===== src/rtl/demux_1x2_fifo_pkg.sv =====
`default_nettype none
// ============================================================
// Package : demux_pkg -- shared types/constants for demux_1x2_fifo
// Rev     : 1.0
// ============================================================
package demux_pkg;

  localparam int WIDTH = 32;

  localparam logic SEL_OUT0 = 1'b0;
  localparam logic SEL_OUT1 = 1'b1;

  typedef struct packed {
    logic             sel;
    logic [WIDTH-1:0] data;
  } demux_entry_t;

endpackage
`default_nettype wire


===== src/rtl/demux_1x2_fifo_sync_fifo.sv =====
`default_nettype none
// ============================================================
// Module : sync_fifo -- DEPTH-entry single-clock FIFO, registered head
// Rev    : 1.0
// ============================================================
module sync_fifo #(
  parameter int WIDTH = 33,
  parameter int DEPTH = 2
) (
  input  logic             clk,
  input  logic             rst,
  input  logic             push,
  input  logic [WIDTH-1:0] din,
  input  logic             pop,
  output logic [WIDTH-1:0] head,
  output logic             full,
  output logic             empty
);

  localparam int c_aw = (DEPTH > 1) ? $clog2(DEPTH) : 1;
  localparam logic [c_aw:0]   c_depth   = (c_aw + 1)'(DEPTH);
  localparam logic [c_aw:0]   c_cnt_one = (c_aw + 1)'(1);
  localparam logic [c_aw-1:0] c_ptr_one = c_aw'(1);

  logic [WIDTH-1:0] r_mem [DEPTH];
  logic [c_aw-1:0]  r_wr_ptr;
  logic [c_aw-1:0]  r_rd_ptr;
  logic [c_aw:0]    r_count;
  logic             w_do_push;
  logic             w_do_pop;

  assign full      = (r_count == c_depth);
  assign empty     = (r_count == '0);
  assign w_do_push = push && !full;
  assign w_do_pop  = pop && !empty;
  assign head      = r_mem[r_rd_ptr];

  // Power-of-two depth lets the pointers wrap by natural overflow.
  always_ff @(posedge clk or posedge rst) begin
    if (rst) begin
      r_wr_ptr <= '0;
      r_rd_ptr <= '0;
      r_count  <= '0;
      for (int i = 0; i < DEPTH; i++) begin
        r_mem[i] <= '0;
      end
    end else begin
      if (w_do_push) begin
        r_mem[r_wr_ptr] <= din;
        r_wr_ptr        <= r_wr_ptr + c_ptr_one;
      end
      if (w_do_pop) begin
        r_rd_ptr <= r_rd_ptr + c_ptr_one;
      end
      case ({w_do_push, w_do_pop})
        2'b10:   r_count <= r_count + c_cnt_one;
        2'b01:   r_count <= r_count - c_cnt_one;
        default: r_count <= r_count;
      endcase
    end
  end

endmodule
`default_nettype wire


===== src/rtl/demux_1x2_fifo.sv =====
`default_nettype none
// ============================================================
// Module : demux_1x2_fifo -- FIFO-buffered 1-to-2 demux, head routed by sel
// Rev    : 1.0
// ============================================================
module demux_1x2_fifo
  import demux_pkg::*;
#(
  parameter int WIDTH = demux_pkg::WIDTH,
  parameter int DEPTH = 2,
  parameter int CNT_W = 16
) (
  input  logic             clk,
  input  logic             rst,
  input  logic             in_valid,
  output logic             in_ready,
  input  logic [WIDTH-1:0] in_data,
  input  logic             in_sel,
  output logic             out0_valid,
  input  logic             out0_ready,
  output logic [WIDTH-1:0] out0_data,
  output logic             out1_valid,
  input  logic             out1_ready,
  output logic [WIDTH-1:0] out1_data,
  output logic [CNT_W-1:0] out0_count,
  output logic [CNT_W-1:0] out1_count,
  output logic             empty,
  output logic             full
);

  typedef struct packed {
    logic             sel;
    logic [WIDTH-1:0] data;
  } entry_t;

  localparam logic [CNT_W-1:0] c_cnt_one = CNT_W'(1);

  entry_t     w_din;
  entry_t     w_head;
  logic       w_full;
  logic       w_empty;
  logic       w_push;
  logic       w_pop;
  logic [1:0] w_valid;
  logic [1:0] w_ready;
  logic [1:0] w_fire;

  assign w_din    = {in_sel, in_data};
  assign in_ready = !w_full;
  assign w_push   = in_valid && in_ready;
  assign w_ready  = {out1_ready, out0_ready};
  assign w_pop    = |w_fire;

  sync_fifo #(
    .WIDTH (WIDTH + 1),
    .DEPTH (DEPTH)
  ) u_fifo (
    .clk   (clk),
    .rst   (rst),
    .push  (w_push),
    .din   (w_din),
    .pop   (w_pop),
    .head  (w_head),
    .full  (w_full),
    .empty (w_empty)
  );

  // Only the channel named by the head's sel can complete a pop.
  for (genvar g = 0; g < 2; g++) begin : g_out
    localparam logic c_sel = (g == 0) ? SEL_OUT0 : SEL_OUT1;
    logic [CNT_W-1:0] r_cnt;

    assign w_valid[g] = !w_empty && (w_head.sel == c_sel);
    assign w_fire[g]  = w_valid[g] && w_ready[g];

    always_ff @(posedge clk or posedge rst) begin
      if (rst) begin
        r_cnt <= '0;
      end else if (w_fire[g]) begin
        r_cnt <= r_cnt + c_cnt_one;
      end
    end
  end

  assign out0_valid = w_valid[0];
  assign out1_valid = w_valid[1];
  assign out0_data  = w_head.data;
  assign out1_data  = w_head.data;
  assign out0_count = g_out[0].r_cnt;
  assign out1_count = g_out[1].r_cnt;
  assign empty      = w_empty;
  assign full       = w_full;

endmodule
`default_nettype wire


===== config.mk =====
export PLATFORM = sky130hd
export DESIGN_NAME = demux_1x2_fifo
export DESIGN_NICKNAME = d
export VERILOG_FILES = /design/src/rtl/demux_1x2_fifo_pkg.sv /design/src/rtl/demux_1x2_fifo_sync_fifo.sv /design/src/rtl/demux_1x2_fifo.sv
export SDC_FILE = /design/constraint.sdc
export NUM_CORES = 1
export LEC_CHECK = 0
export ABC_CLOCK_PERIOD_IN_PS = 7200
export CAP_MARGIN = 25
export CORE_MARGIN = 2
export CORE_UTILIZATION = 50
export CTS_BUF_LIST = sky130_fd_sc_hd__clkbuf_16
export CTS_CLUSTER_SIZE = 25
export DETAILED_ROUTE_END_ITERATION = 10
export PLACE_DENSITY = 0.84
export SLEW_MARGIN = 20
export SYNTH_ARGS = -nofsm -noshare
export SYNTH_HDL_FRONTEND = slang
export SYNTH_SLANG_ARGS = --single-unit
export TNS_END_PERCENT = 50

===== constraint.sdc =====
create_clock -name clk -period 7.2 [get_ports clk]
set_input_delay 0.72 -clock clk [delete_from_list [all_inputs] [get_ports clk]]
set_output_delay 0.72 -clock clk [all_outputs]
set_load 0.02 [all_outputs]

After elaboration in Yosys (flattened, before gate mapping)
Cells that the tools add are included.
- word-level logic and storage cells: 42
- output and inout bits: 101
- flip-flop bits (word level): 102
- mux-type cells: 7
- reduce and logical (&&, ||, !) cells: 13
- magnitude comparators: 3
- equal/unequal tests: 3
- add/subtract/negate cells: 6
- bitwise operators: 3
- operator list (kind ; count):
    33-bit two-way mux ; 4
    66-bit bitwise mux ; 1
    33-bit demux with 1-bit select ; 1
    16-bit by 1-bit adder with 16-bit output, second input constant ; 2
    1-bit logical AND ; 8
    2-bit equality test, second input constant ; 2
    2-bit greater-or-equal comparator, second input constant ; 2
    1-bit inverter with 2-bit output ; 2
    2-bit one-hot mux with 2 select lines ; 1
    1-bit adder, second input constant ; 2
    2-bit by 1-bit adder with 2-bit output, second input constant ; 1
    2-bit by 1-bit equality test with 1-bit output, second input constant ; 1
    1-bit logical NOT ; 2
    2-bit logical NOT ; 1
    2-bit by 1-bit less-than comparator with 1-bit output, second input constant ; 1
    2-bit nonzero test ; 1
    2-bit OR reduction ; 1
    2-bit by 1-bit subtractor with 2-bit output, second input constant ; 1
    1-bit inverter ; 1

Longest topological paths before layout
- depth in word-level cells: 11
- mapped depth: 8
- depth with buffers taken out: 7

Cells and area by module
A second synthesis with hierarchy kept.
- cells, all modules: 357
- area, all modules: 4918.5 sq um
- by module, submodules not included (module ; seq. area each (sq um) ; area an instance (sq um) ; instances ; cells an instance):
    sync_fifo ; 1751.7 ; 3228.1 ; 1 ; 195
    demux_1x2_fifo ; 800.8 ; 1690.4 ; 1 ; 162

Worst setup path after synthesis
Ideal clock, no wire load.
- kind: register to register
- from: register u_fifo.r_count[0]
- to: register u_fifo.r_count[1]
- period minus slack after synthesis: 2.135 ns
- data required time: 7.121 ns
- slack: 5.065 ns
- path buffers: 0
- data arrival time: 2.056 ns
- stages on the path, launching flop included: 7
- cells stage by stage: dfrtp_1 nor2_1 nor2_1 a21o_1 ha_1 nor2_1 xor2_1
- word-level cells in the longest chain between the ends: 8
- elaborated cells between the ends (all ways): 18
- classes of those cells: add/sub: 2; eq/ne: 3; mux: 1; reduce/logical: 12
- ends and longest elaborated chain (what ; line ; RTL):
    start: declaration ; demux_1x2_fifo_sync_fifo.sv:28 ; logic [c_aw:0] r_count;
    start signal: assignment ; demux_1x2_fifo_sync_fifo.sv:56 ; 2'b10: r_count <= r_count + c_cnt_one;
    start signal: assignment ; demux_1x2_fifo_sync_fifo.sv:57 ; 2'b01: r_count <= r_count - c_cnt_one;
    start signal: assignment ; demux_1x2_fifo_sync_fifo.sv:58 ; default: r_count <= r_count;
    2-bit logical NOT (*) ; demux_1x2_fifo_sync_fifo.sv:33 ; assign empty = (r_count == '0);
    via empty ; demux_1x2_fifo.sv:27 ; output logic empty,
    1-bit logical NOT (*) ; demux_1x2_fifo.sv:73 ; assign w_valid[g] = !w_empty && (w_head.sel == c_sel);
    1-bit logical AND (*) ; demux_1x2_fifo.sv:73 ;
    via out0_valid ; demux_1x2_fifo.sv:19 ; output logic out0_valid,
    1-bit logical AND (*) ; demux_1x2_fifo.sv:74 ; assign w_fire[g] = w_valid[g] && w_ready[g];
    2-bit OR reduction (*) ; demux_1x2_fifo.sv:52 ; assign w_pop = |w_fire;
    1-bit logical AND (*) ; demux_1x2_fifo_sync_fifo.sv:35 ; assign w_do_pop = pop && !empty;
    via u_fifo.w_do_pop ; demux_1x2_fifo_sync_fifo.sv:30 ; logic w_do_pop;
    2-bit by 1-bit equality test with 1-bit output or 2-bit equality test (tied branches) ; demux_1x2_fifo_sync_fifo.sv:55 ; case ({w_do_push, w_do_pop})
    2-bit one-hot mux with 2 select lines or 2-bit nonzero test (tied branches) ; n/a ;
Mark *: on every way through the listed nets, which the timed path passes. The rest lies on a longest branch.
A chain may end at the register's enable or synchronous reset.

Final worst setup path
- from: register u_fifo.r_rd_ptr
- to: output port out1_data[7]
- word-level cells in the longest chain between the ends: 4
- ends and longest elaborated chain (what ; line ; RTL):
    start: declaration ; demux_1x2_fifo_sync_fifo.sv:27 ; logic [c_aw-1:0] r_rd_ptr;
    start signal: assignment ; demux_1x2_fifo_sync_fifo.sv:53 ; r_rd_ptr <= r_rd_ptr + c_ptr_one;
    1-bit inverter with 2-bit output (implied by the code) ; demux_1x2_fifo_sync_fifo.sv:36 ; assign head = r_mem[r_rd_ptr];
    33-bit two-way mux (implied by the code) (3 in series) ; demux_1x2_fifo_sync_fifo.sv:36 ;
    end: declaration ; demux_1x2_fifo.sv:24 ; output logic [WIDTH-1:0] out1_data,
No other way between the ends. The select of a mux whose other input is x is not followed.

==> out/qor.csv <==
metric,value,unit
status,completed,
power.density,523.7,nW/um^2
path_cells,buf_4 > mux2_2 > clkdlybuf4s50_1,
cp.arrival,2.30,ns
num_rows,35,
portBuffers,138,
cts_buffers,9,
synthToLayoutAreaGrowth,33.57,%
fin_crit_sh,42.00,%
rsz0062_at_grt,false,
synthesis.nets,389,
worst_slew_pin_slew,0.8877,ns
gr-total-overflow,0,
viasPerCell,5.246,
clk_path_buf_depth,2,
total_power,0.003295,W
path_buf_inv,2,
dp_hpwl,6731,microns
yosysWarnings,0,
nFillCells,711,
period_needed,3.024,ns
seqPwrFrac,29.2,%
initial_core_util,51.22,%
internal_power,0.002073,W
multi_input_area,1853,sq um
slowest_stage,clkdlybuf4s50_1,
ant_nets,0,
cts_resized,0,
ys_ff_latch,102,
cap_violations,0,
drive_gt1_share,26.41,%
critPathMaxFanout,29,
pwr-share-clk,15.6,%
peakVddDrop,0.3779,mV
insertion_delay,0.33,ns
antenna_found_initial,0,
min_path_type,reg -> reg,
p_comb_share,55.1,%
root_buffer,clkbuf_16,
final-setup-viol-count,0,
routed_wl,9445,microns
start_kind,register,
cp_top_family,buffers and inverters,
drt-initial-drc-count,59,
final_util,68.42,%
fp.dieH,101.1,microns
diodes,0,
cts_tree,done,
num_vias,3006,
dr.pass1.iters,4,
yosys.area.top_type,dfrtp_1,
yosys.area.top_type_share,54.18,%
ys_top_cells_by_count,"dfrtp_1, mux2_2, buf_4",
gp_congestion,0.7520,
seqCellArea,2552,sq um
ios,139,
ys_async_sr_fraction,100.0,%
cts_sinks,102,
clk_pin_slew,0.07,ns
syn_area,4711,sq um
drt-wirelength-per-cell,16.48,microns
crit_type,reg -> out,
ys_types,29,
synth_area_per_cell,13.54,sq um
tns,0,ns
h-tree-depth,3,
clock-skew-final,0.007164,ns
synth_edf_count,0,
critPathRequiredTime,6.48,ns
grt_max_degree,53,
crit_path_end_kind,output pin,
synthFlopType,dfrtp_1,
max-slew-margin-rel,40.75,%
grt_pass1_wl,15190,microns
power_switching,0.001223,W
ys_top_cells_by_area,"dfrtp_1, mux2_2, buf_4, xnor2_1, xor2_1",
dieArea,10210,sq um
report.final.hold_viol_count,0,
core_area,9196,sq um
stdcell_area,6292,sq um
die_w,101.1,microns
grt_pass1_vias,3152,
netlist_instances,348,
synth_seq_area_share,54.18,%
fmax,0.3307,GHz
slew_viol_final,0,
max_stage_delay,0.56,ns
nNetsFinal,498,
switching_share,37.10,%
holdBufCountCts,0,
yosysMostFrequentCell,dfrtp_1,
drcViolationCount,0,
leakagePower,2.657,nW
postCtsSetupRepairBufs,0,
place_area,5954,sq um
grt_usage,18.90,%
==> cells by family (layout without fill, tap and decap cells) <==
family	count (synthesis)	after routing	share of synthesized area (%)
flip-flops	102	102	54.18
AO/OA/AOI/OAI	3	3	0.4781
XOR/XNOR	35	35	6.507
buffers and inverters	46	160	6.693
multiplexers	102	102	24.44
adder cells (fa/ha/maj)	3	3	0.7969
AND/OR/NAND/NOR	57	57	6.906
==> through the flow <==
step / hold WS (ns) / setup WS, ns / cells
finish: 0.4703 / 4.176 / 573
global route: 0.5057 / 4.082 / 573
CTS: 0.4750 / 4.143 / 572
detailed placement: 0.4660 / 4.444 / 556
global placement: 0.4636 / 4.482 / 556
floorplan: 0.4541 / 3.805 / 348
==> power groups by stage <==
stage | Sequential [W] | Combinational [W] | Clock, W
CTS | 0.000962 | 0.00183 | 0.000526
floorplan | 0.000952 | 0.00124 | 0
finish | 0.000963 | 0.00182 | 0.000515
detailed placement | 0.000971 | 0.00183 | 0
global placement | 0.000951 | 0.00180 | 0
global route | 0.000994 | 0.00193 | 0.000551
==> registers in the layout, summed over array words and instances (netlist names) <==
name	flops
u_fifo.r_count	2
u_fifo.r_wr_ptr	1
out1_count	16
out0_count	16
u_fifo.r_rd_ptr	1
u_fifo.r_mem	66
==> path summary, 6_finish.rpt <==
check	start	endpoint	depth (start not counted)	slack (ns)
worst max-delay path	u_fifo.r_rd_ptr	out1_data[7]	3	4.18
worst min-delay path	out1_count[15]	out1_count[15]	1	0.47
worst max register to register	u_fifo.r_rd_ptr	u_fifo.r_count[1]	7	4.72
worst min register to register	out1_count[15]	out1_count[15]	1	0.47
max in group asynchronous	rst	u_fifo.r_mem[20]	3	5.29
min in group asynchronous	rst	out1_count[13]	2	0.82
==> metal layers <==
| layer | share of wire (%) | wire, microns | up-vias | global-route usage, % |
|---|---|---|---|---|
| li1 | - | - | 1396 | - |
| met1 | 42 | 3989 | 1522 | 24.50 |
| met2 | 52 | 4937 | 76 | 31.99 |
| met3 | 3.7 | 347 | 12 | 3.051 |
| met4 | 1.8 | 170 | 0 | 6.965 |
| met5 | 0 | 0 | - | 0 |
==> area by class of cell <==
class / count / area share, %
well taps: 111 / 2.207
inverters: 3 / 0.2187
repair buffers: 141 / 22.43
multi-input cells: 200 / 29.45
clock inverters: 7 / 1.551
clock buffers: 9 / 3.579
flip-flops and latches: 102 / 40.56
==> placed cells by master, fill, tap and decap left out, types with 5 or more instances in the layout <==
cell type        instances
xnor2_1                 23
nand2_1                 11
dfrtp_1                102
clkdlybuf4s50_1        138
mux2_2                  98
clkbuf_16                9
nand3_1                 10
nand4_1                  8
xor2_1                  12
nor2_1                   9
and3_1                   5
(Power assumes the default switching activity.)
